===== config.mk =====
export PLATFORM = sky130hd
export DESIGN_NAME = id_exe_pipe
export DESIGN_NICKNAME = d
export VERILOG_FILES = /design/src/rtl/id_exe_pipe_pkg.sv /design/src/rtl/id_exe_pipe_skid_buf.sv /design/src/rtl/id_exe_pipe.sv
export SDC_FILE = /design/constraint.sdc
export NUM_CORES = 1
export LEC_CHECK = 0
export CAP_MARGIN = 20
export CELL_PAD_IN_SITES_DETAIL_PLACEMENT = 0
export CELL_PAD_IN_SITES_GLOBAL_PLACEMENT = 1
export CORE_UTILIZATION = 39
export CTS_BUF_LIST = sky130_fd_sc_hd__clkbuf_8
export DETAILED_ROUTE_END_ITERATION = 10
export PLACE_DENSITY = 0.83
export SLEW_MARGIN = 20
export SYNTH_ARGS = -nofsm -noshare
export SYNTH_HDL_FRONTEND = slang
export SYNTH_SLANG_ARGS = --single-unit
export TNS_END_PERCENT = 100

===== constraint.sdc =====
create_clock -name clk_i -period 2.1 [get_ports clk_i]
set_input_delay 0.525 -clock clk_i [delete_from_list [all_inputs] [get_ports clk_i]]
set_output_delay 0.525 -clock clk_i [all_outputs]
set_load 0.02 [all_outputs]

===== src/rtl/id_exe_pipe_pkg.sv =====
// Shared constants and payload sizing for the decode-to-execute pipeline register.
// The payload bundle order is {pc, op1, op2, alu_op, we, waddr}.
package id_exe_pipe_pkg;

  localparam int XLEN_DEF       = 32;
  localparam int REG_ADDR_W_DEF = 5;
  localparam int ALUOP_W_DEF    = 8;

  localparam logic [ALUOP_W_DEF-1:0]    NOP           = 8'h00;
  localparam logic [XLEN_DEF-1:0]       ZERO_WORD     = '0;
  localparam logic [REG_ADDR_W_DEF-1:0] ZERO_REG      = '0;
  localparam logic                      WRITE_DISABLE = 1'b0;

  function automatic int payload_width(input int xlen, input int reg_addr_w, input int aluop_w);
    return 3 * xlen + aluop_w + 1 + reg_addr_w;
  endfunction

endpackage


===== src/rtl/id_exe_pipe_skid_buf.sv =====
// Generic valid/ready holding register: either a 2-entry skid buffer with a
// registered ready, or a single entry with combinational ready.
module id_exe_pipe_skid_buf #(
  parameter int               WIDTH   = 8,
  parameter logic [WIDTH-1:0] BUBBLE  = '0,
  parameter bit               SKID_EN = 1'b1
) (
  input  logic             clk,
  input  logic             rst_n,
  input  logic             clr,
  input  logic             in_valid,
  output logic             in_ready,
  input  logic [WIDTH-1:0] in_data,
  output logic             out_valid,
  input  logic             out_ready,
  output logic [WIDTH-1:0] out_data
);

  logic             main_vld;
  logic [WIDTH-1:0] main_data;
  logic             accept;
  logic             fire;
  logic             main_load;

  // A handshake during a clear cycle is void, so it never reaches storage.
  assign accept    = in_valid & in_ready & ~clr;
  assign fire      = main_vld & out_ready;
  assign main_load = ~main_vld | fire;
  assign out_valid = main_vld;
  assign out_data  = main_data;

  if (SKID_EN) begin : g_skid
    logic             skid_vld;
    logic [WIDTH-1:0] skid_data;

    assign in_ready = ~skid_vld;

    always_ff @(posedge clk or negedge rst_n) begin
      if (!rst_n) begin
        main_vld  <= 1'b0;
        main_data <= BUBBLE;
        skid_vld  <= 1'b0;
        skid_data <= BUBBLE;
      end else if (clr) begin
        main_vld  <= 1'b0;
        main_data <= BUBBLE;
        skid_vld  <= 1'b0;
        skid_data <= BUBBLE;
      end else begin
        if (main_load) begin
          if (skid_vld) begin
            main_vld  <= 1'b1;
            main_data <= skid_data;
          end else if (accept) begin
            main_vld  <= 1'b1;
            main_data <= in_data;
          end else begin
            main_vld  <= 1'b0;
            main_data <= BUBBLE;
          end
        end
        // accept requires an empty skid, so a skid drain never coincides with a skid fill.
        if (main_load && skid_vld) begin
          skid_vld <= 1'b0;
        end else if (!main_load && accept) begin
          skid_vld  <= 1'b1;
          skid_data <= in_data;
        end
      end
    end
  end else begin : g_single
    assign in_ready = ~main_vld | out_ready;

    always_ff @(posedge clk or negedge rst_n) begin
      if (!rst_n) begin
        main_vld  <= 1'b0;
        main_data <= BUBBLE;
      end else if (clr) begin
        main_vld  <= 1'b0;
        main_data <= BUBBLE;
      end else if (main_load) begin
        if (accept) begin
          main_vld  <= 1'b1;
          main_data <= in_data;
        end else begin
          main_vld  <= 1'b0;
          main_data <= BUBBLE;
        end
      end
    end
  end

endmodule


===== src/rtl/id_exe_pipe.sv =====
// Decode-to-execute pipeline register with valid/ready handshake, flush,
// optional skid entry and a saturating downstream-stall counter.
module id_exe_pipe
  import id_exe_pipe_pkg::*;
#(
  parameter int                 XLEN       = XLEN_DEF,
  parameter int                 REG_ADDR_W = REG_ADDR_W_DEF,
  parameter int                 ALUOP_W    = ALUOP_W_DEF,
  parameter logic [ALUOP_W-1:0] NOP_OP     = ALUOP_W'(NOP),
  parameter bit                 SKID_EN    = 1'b1,
  parameter int                 CNT_W      = 16
) (
  input  logic                  clk_i,
  input  logic                  rst_i,
  input  logic                  flush_i,
  input  logic                  in_valid_i,
  output logic                  in_ready_o,
  input  logic [XLEN-1:0]       op1_i,
  input  logic [XLEN-1:0]       op2_i,
  input  logic [XLEN-1:0]       pc_i,
  input  logic [ALUOP_W-1:0]    aluOp_i,
  input  logic                  reg_we_i,
  input  logic [REG_ADDR_W-1:0] reg_waddr_i,
  output logic                  out_valid_o,
  input  logic                  out_ready_i,
  output logic [XLEN-1:0]       op1_o,
  output logic [XLEN-1:0]       op2_o,
  output logic [XLEN-1:0]       pc_o,
  output logic [ALUOP_W-1:0]    aluOp_o,
  output logic                  reg_we_o,
  output logic [REG_ADDR_W-1:0] reg_waddr_o,
  output logic [CNT_W-1:0]      stall_cnt_o
);

  localparam int PW = payload_width(XLEN, REG_ADDR_W, ALUOP_W);

  // An empty stage presents this bundle, which keeps reg_we low whenever out_valid is low.
  localparam logic [PW-1:0] BUBBLE = {XLEN'(ZERO_WORD), XLEN'(ZERO_WORD), XLEN'(ZERO_WORD),
                                      NOP_OP, WRITE_DISABLE, REG_ADDR_W'(ZERO_REG)};

  logic [PW-1:0]    in_bundle;
  logic [PW-1:0]    out_bundle;
  logic [CNT_W-1:0] stall_cnt;

  assign in_bundle = {pc_i, op1_i, op2_i, aluOp_i, reg_we_i, reg_waddr_i};
  assign {pc_o, op1_o, op2_o, aluOp_o, reg_we_o, reg_waddr_o} = out_bundle;

  id_exe_pipe_skid_buf #(
    .WIDTH   (PW),
    .BUBBLE  (BUBBLE),
    .SKID_EN (SKID_EN)
  ) u_skid_buf (
    .clk       (clk_i),
    .rst_n     (rst_i),
    .clr       (flush_i),
    .in_valid  (in_valid_i),
    .in_ready  (in_ready_o),
    .in_data   (in_bundle),
    .out_valid (out_valid_o),
    .out_ready (out_ready_i),
    .out_data  (out_bundle)
  );

  // Counts every cycle exe refuses a valid instruction; flush does not clear it.
  always_ff @(posedge clk_i or negedge rst_i) begin
    if (!rst_i) begin
      stall_cnt <= '0;
    end else if (out_valid_o && !out_ready_i && (stall_cnt != {CNT_W{1'b1}})) begin
      stall_cnt <= stall_cnt + 1'b1;
    end
  end

  assign stall_cnt_o = stall_cnt;

  a_we_implies_valid : assert property (@(posedge clk_i) disable iff (!rst_i)
    reg_we_o |-> out_valid_o);

  a_hold_under_stall : assert property (@(posedge clk_i) disable iff (!rst_i)
    (out_valid_o && !out_ready_i && !flush_i) |=> (out_valid_o && $stable(out_bundle)));

endmodule


* Yosys cells after proc, flatten, opt, wreduce, memory -nomap -nowiden *
Index checks and enable logic that the tools add are counted.

word-level totals
  flip-flop bits (word level) = 238
  input port bits = 115
  output and inout bits = 128
  word-level logic and storage cells = 39

cells by class
  add/subtract/negate cells = 1
  equality and inequality tests = 2
  muxes and demuxes = 14
  bitwise logic cells = 7
  reduce and logical (&&, ||, !) cells = 10

operators with widths
  cell                     number
  $mux W110                7
  $add A16 B1 Y16 const B  1
  $ne A16 B16 Y1 const B   1
  $mux W1                  7
  $logic_and A1 B1 Y1      4
  $reduce_bool A2 Y1       2
  $and A1 B1 Y1            3
  $not A1 Y1               3
  $reduce_bool A3 Y1       1
  $logic_not A1 Y1         2
  $ne A2 B2 Y1 const B     1
  $reduce_and A2 Y1        1
  $or A1 B1 Y1             1

* Longest topological paths before layout *
  depth in word-level cells = 7
  gate-level depth with buffers = 7
  depth with buffers taken out = 5

* Hierarchy *
From an unflattened synthesis, not the netlist that was laid out.

second synthesis, totals
  cells, all modules = 1194
  area total of the unflattened synthesis = 12659.6 µm²

by module, submodules not included
  module                instances  cells an instance  area each (µm²)  seq. area each (µm²)
  id_exe_pipe_skid_buf  1          1120               11813.8          5555.3
  id_exe_pipe           1          74                 845.8            400.4

* Least setup slack after synthesis *
Ideal clock, no wire load.

  path kind = register -> register
  start point = register stall_cnt[0], in the netlist stall_cnt_o[0]
  end point = register stall_cnt[12], in the netlist stall_cnt_o[12]
  library setup time = 125 ps
  data arrival time = 1666 ps
  data required time = 1975 ps
  setup slack = 309 ps
  cell stages (with the launch flop) = 6
  path buffers = 0
  clock period less this slack = 1791 ps
  cell sequence = dfrtp_1 -> ha_1 -> nand3_1 -> or2_1 -> nor3_1 -> mux2_2

between the ends
  word-level cells in the longest chain between the ends = 2
  elaborated cells between the ends (all ways) = 3
  classes of those cells = add/sub (1); eq/ne (1); reduce/logical (1)

RTL lines
  element                                                                  line               RTL
  start, declared                                                          id_exe_pipe.sv:43  logic [CNT_W-1:0] stall_cnt;
  start signal, assigned                                                   id_exe_pipe.sv:69  stall_cnt <= stall_cnt + 1'b1;
  parallel branches: the longest is 2 deep, another holds $add A16 B1 Y16  --

Parallel ways; which one is timed is not known.
A chain may end at the register's enable or synchronous reset.

* Final worst setup path *
  start point = register u_skid_buf.main_data[26], in the netlist u_skid_buf.out_data[26]
  end point = output op2_o[12]

RTL lines
  element                 line                        RTL
  start, declared         id_exe_pipe_skid_buf.sv:20  logic [WIDTH-1:0] main_data;
  start signal, assigned  id_exe_pipe_skid_buf.sv:53  main_data <= skid_data;
  start signal, assigned  id_exe_pipe_skid_buf.sv:56  main_data <= in_data;
  end, declared           id_exe_pipe.sv:27           output logic [XLEN-1:0] op2_o,

No word-level cell between the ends.

==> summary.md <==
| Metric | Value |
|---|---|
| Fin cells | approximately 1700 |
| Number of buffers created by CTS | 42 |
| Worst-path fanout max | 2 |
| Final GP Congestion | about 0.8 |
| GR Overflow Total | 0 |
| Async SR Flop Fraction | 100% |
| Crit path buffers/inverters | 1 |
| Worst r2r path cells | 6 |
| Peak Freq | 486 MHz |
| #FFs+latches synth | 238 |
| Router iterations before antenna repair | 6 |
| Setup TNS | 0 ps |
| Worst slew pin tran | 777 ps |
| Crit-path max cell delay | 650 ps |
| Syn Inst Count | 1064 |
| Synthesis Warnings | 0 |
| Fraction of final layout cells sized beyond drive strength 1 | under 10% |
| Sequential area share after synthesis | 57.4% |
| Starting Density | 39.8% |
| Vias in the first global route | ~9000 |
| RSZ-0062 raised after global routing | false |
| Final hold vios | 0 |
| WL/cell | 18.3 um |
| Final nets | 1412 |
| Cells along the critical path | clkdlybuf4s50_1 |
| Worst r2r src | stall_cnt_o[0]$_DFFE_PN0P_ |
| VDD IR-drop max | 0.407 mV |
| Maximum number of pins on one net before global-route repair | 87 |
| Skew-Pair Late Insertion Delay | 530 ps |
| Reg-to-Reg End | stall_cnt_o[10]$_DFFE_PN0P_ |
| Rel. slew slack | between 40% and 50% |
| Area share of the largest cell type after synthesis | 57.4% |
| Worst-path clk slew | 60 ps |
| R2R Setup Slk | 310 ps |
| Vias | approximately 9000 |
| Syn Area/Cell | 9.75 um2 |
| Core Box Area | 0.0261 mm2 |
| Hold Path Class | in2async |
| DRC Markers | 0 |
| Cell family with most CP delay | buffers and inverters |
| Final ANT Viol Nets | 0 |
| GR Util All Layers | 22.4% |
| Detailed-placement wirelength estimate | 18900 um |
| Area leader, netlist | dfrtp_1 |
| Bufs on Longest Clock Path | 3 |
| Most area-consuming cells after synthesis | dfrtp_1, a221oi_1, nand2_1, nand3b_1, nor3_1 |
| PortBufs | between 200 and 250 |
| First-pass GRT wire length | 48100 um |
| CP required | 1570 ps |
| Post-synth EDFFs | 0 |
| Max-cap violation count | 0 |
| Starting DRT DRC Count | roughly 650 |
| Pleak | approximately 7 nW |
| Syn nets | between 1000 and 1500 |
| Max-slew violations | 0 |
| Rows | 59 |
| Clk_skew | 12.0 ps |
| Die Y | 165 um |
| Worst EP arrival | 1530 ps |
| Root Buffer | clkbuf_8 |
| DP Cell Count | 1586 |
| Most common cell after layout, fill and taps aside | dfrtp_1 |
| Yosys cell types | 36 |
| Commonest register cell after synthesis | dfrtp_1 |
| Leading cell types in the layout, fill and taps excluded | dfrtp_1, nand2_1, clkdlybuf4s50_1, nor3_1, nor2_1 |
| Initial antenna violation count | 5 |
| Pwr dens | 736 mW/mm2 |
| Routed vias/inst | 5.47 |
| Crit start category | flop |
| Post-Route WL | 30400 um |
| IO Pins | 243 |
| Die Wd | 165 um |
| CTS tree | built |
| Min Tclk post-route | 2060 ps |
| Die area | 0.0273 mm2 |
| Post-CTS Repair Setup Buffers | 0 |
| Setup crit end kind | output port |
| Post-route clock period utilization | 98.0% |
| Syn Std Cell Area | 0.0104 mm2 |
| CP max-delay cell | clkdlybuf4s50_1 |
| Final core utilization | between 50% and 60% |
| Final setup viols | 0 |
| H-tree lvl count | 2 |
| Clk sinks | ~240 |
| WS Path Type | reg2out |
| Area Overhead vs Synth | 37.1% |
| Status | complete, no violations |
[worst max-delay path by stage]
stage                                        start                                   to  slack (ps)  cells after the start
2_1_floorplan           stall_cnt_o[0]$_DFFE_PN0P_          stall_cnt_o[12]$_DFFE_PN0P_         310                      5
3_3_place_gp                            in_valid_i  u_skid_buf.out_data[68]$_DFFE_PN0P_         -20                      6
3_5_place_dp                            in_valid_i  u_skid_buf.out_data[64]$_DFFE_PN0P_         -50                      6
4_1_cts        u_skid_buf.out_data[37]$_DFFE_PN0P_                            op2_o[23]         0.7                      1
5_1_grt        u_skid_buf.out_data[94]$_DFFE_PN0P_                             pc_o[16]         0.6                      1
6_report       u_skid_buf.out_data[26]$_DFFE_PN0P_                            op2_o[12]          40                      1
[cells by family (layout without fill, tap and decap cells)]
| kind of cell | count (synthesis) | after routing | synth area share, % |
|---|---|---|---|
| compound gates | 138 | 138 | 10.8 |
| mux | 4 | 4 | 0.470 |
| simple gates | 571 | 571 | 26.2 |
| buf+inv | 101 | 357 | 4.08 |
| other cells | 0 | 4 | 0 |
| xor+xnor | 11 | 11 | 0.929 |
| flops | 238 | 238 | 57.4 |
| fa+ha+maj | 1 | 1 | 0.121 |
[where the power goes]
group | switching [mW] | internal [mW]
clock network | 1.80 | 2.16
registers | 0.169 | 4.79
logic | 0.828 | 0.724
[routing by layer]
layer	vias to the layer above	GRT usage (%)	part of all wire, %
li1	4213	-	-
met1	4503	31.0	44
met2	298	34.3	47
met3	67	4.35	6.4
met4	2	9.76	3.3
met5	-	0	0.043
[metrics by stage]
| stage | hold slack, ps | area [um2] | power, mW | setup slack, ps |
|---|---|---|---|---|
| detailed placement | 481 | 13400 | 6.65 | -52.7 |
| finish | 496 | 14200 | 10.5 | 42.5 |
| global route | 502 | 14200 | 11.0 | 0.560 |
| CTS | 482 | 14100 | 10.6 | 0.726 |
| floorplan | 229 | 10400 | 5.71 | 309 |
| global placement | 479 | 13400 | 6.64 | -23.1 |
[layout make-up]
cell class | instances | area (um2)
fillers | 2322 | 11800
well taps | 335 | 419
diodes | 4 | 10.0
repair buffers | 288 | 3040
flip-flops and latches | 238 | 5960
inverters | 1 | 3.75
clock inverters | 17 | 65.1
multi-input cells | 725 | 4030
clock buffers | 51 | 702
[flip-flops by register name, indices dropped and copies added (netlist names)]
signal	flops
stall_cnt_o	16
u_skid_buf.g_skid.skid_data	110
u_skid_buf.g_skid.skid_vld	1
u_skid_buf.out_data	110
u_skid_buf.out_valid	1
[cell usage after synthesis, types with 2 or more instances]
cell,number
nand3_1,4
nor2_1,114
a221oi_1,110
nor4_1,3
nand4_1,2
a21oi_1,23
buf_1,7
xnor2_1,3
o31ai_1,3
xor2_1,8
nor3_1,116
mux2_2,3
buf_2,29
nand2_1,230
clkbuf_1,62
and4_1,2
nand3b_1,88
dfrtp_1,238
buf_4,2
[repair_timing]
item / in CTS / in global routing
hold buffers: 1 / 0
endpoints found under the setup margin: 25 / 26
pin swaps: 0 / 0
hold endpoints to repair: 43 / 0
gates resized for setup: 25 / 26
No activity file was read; power rests on OpenSTA's default activity.
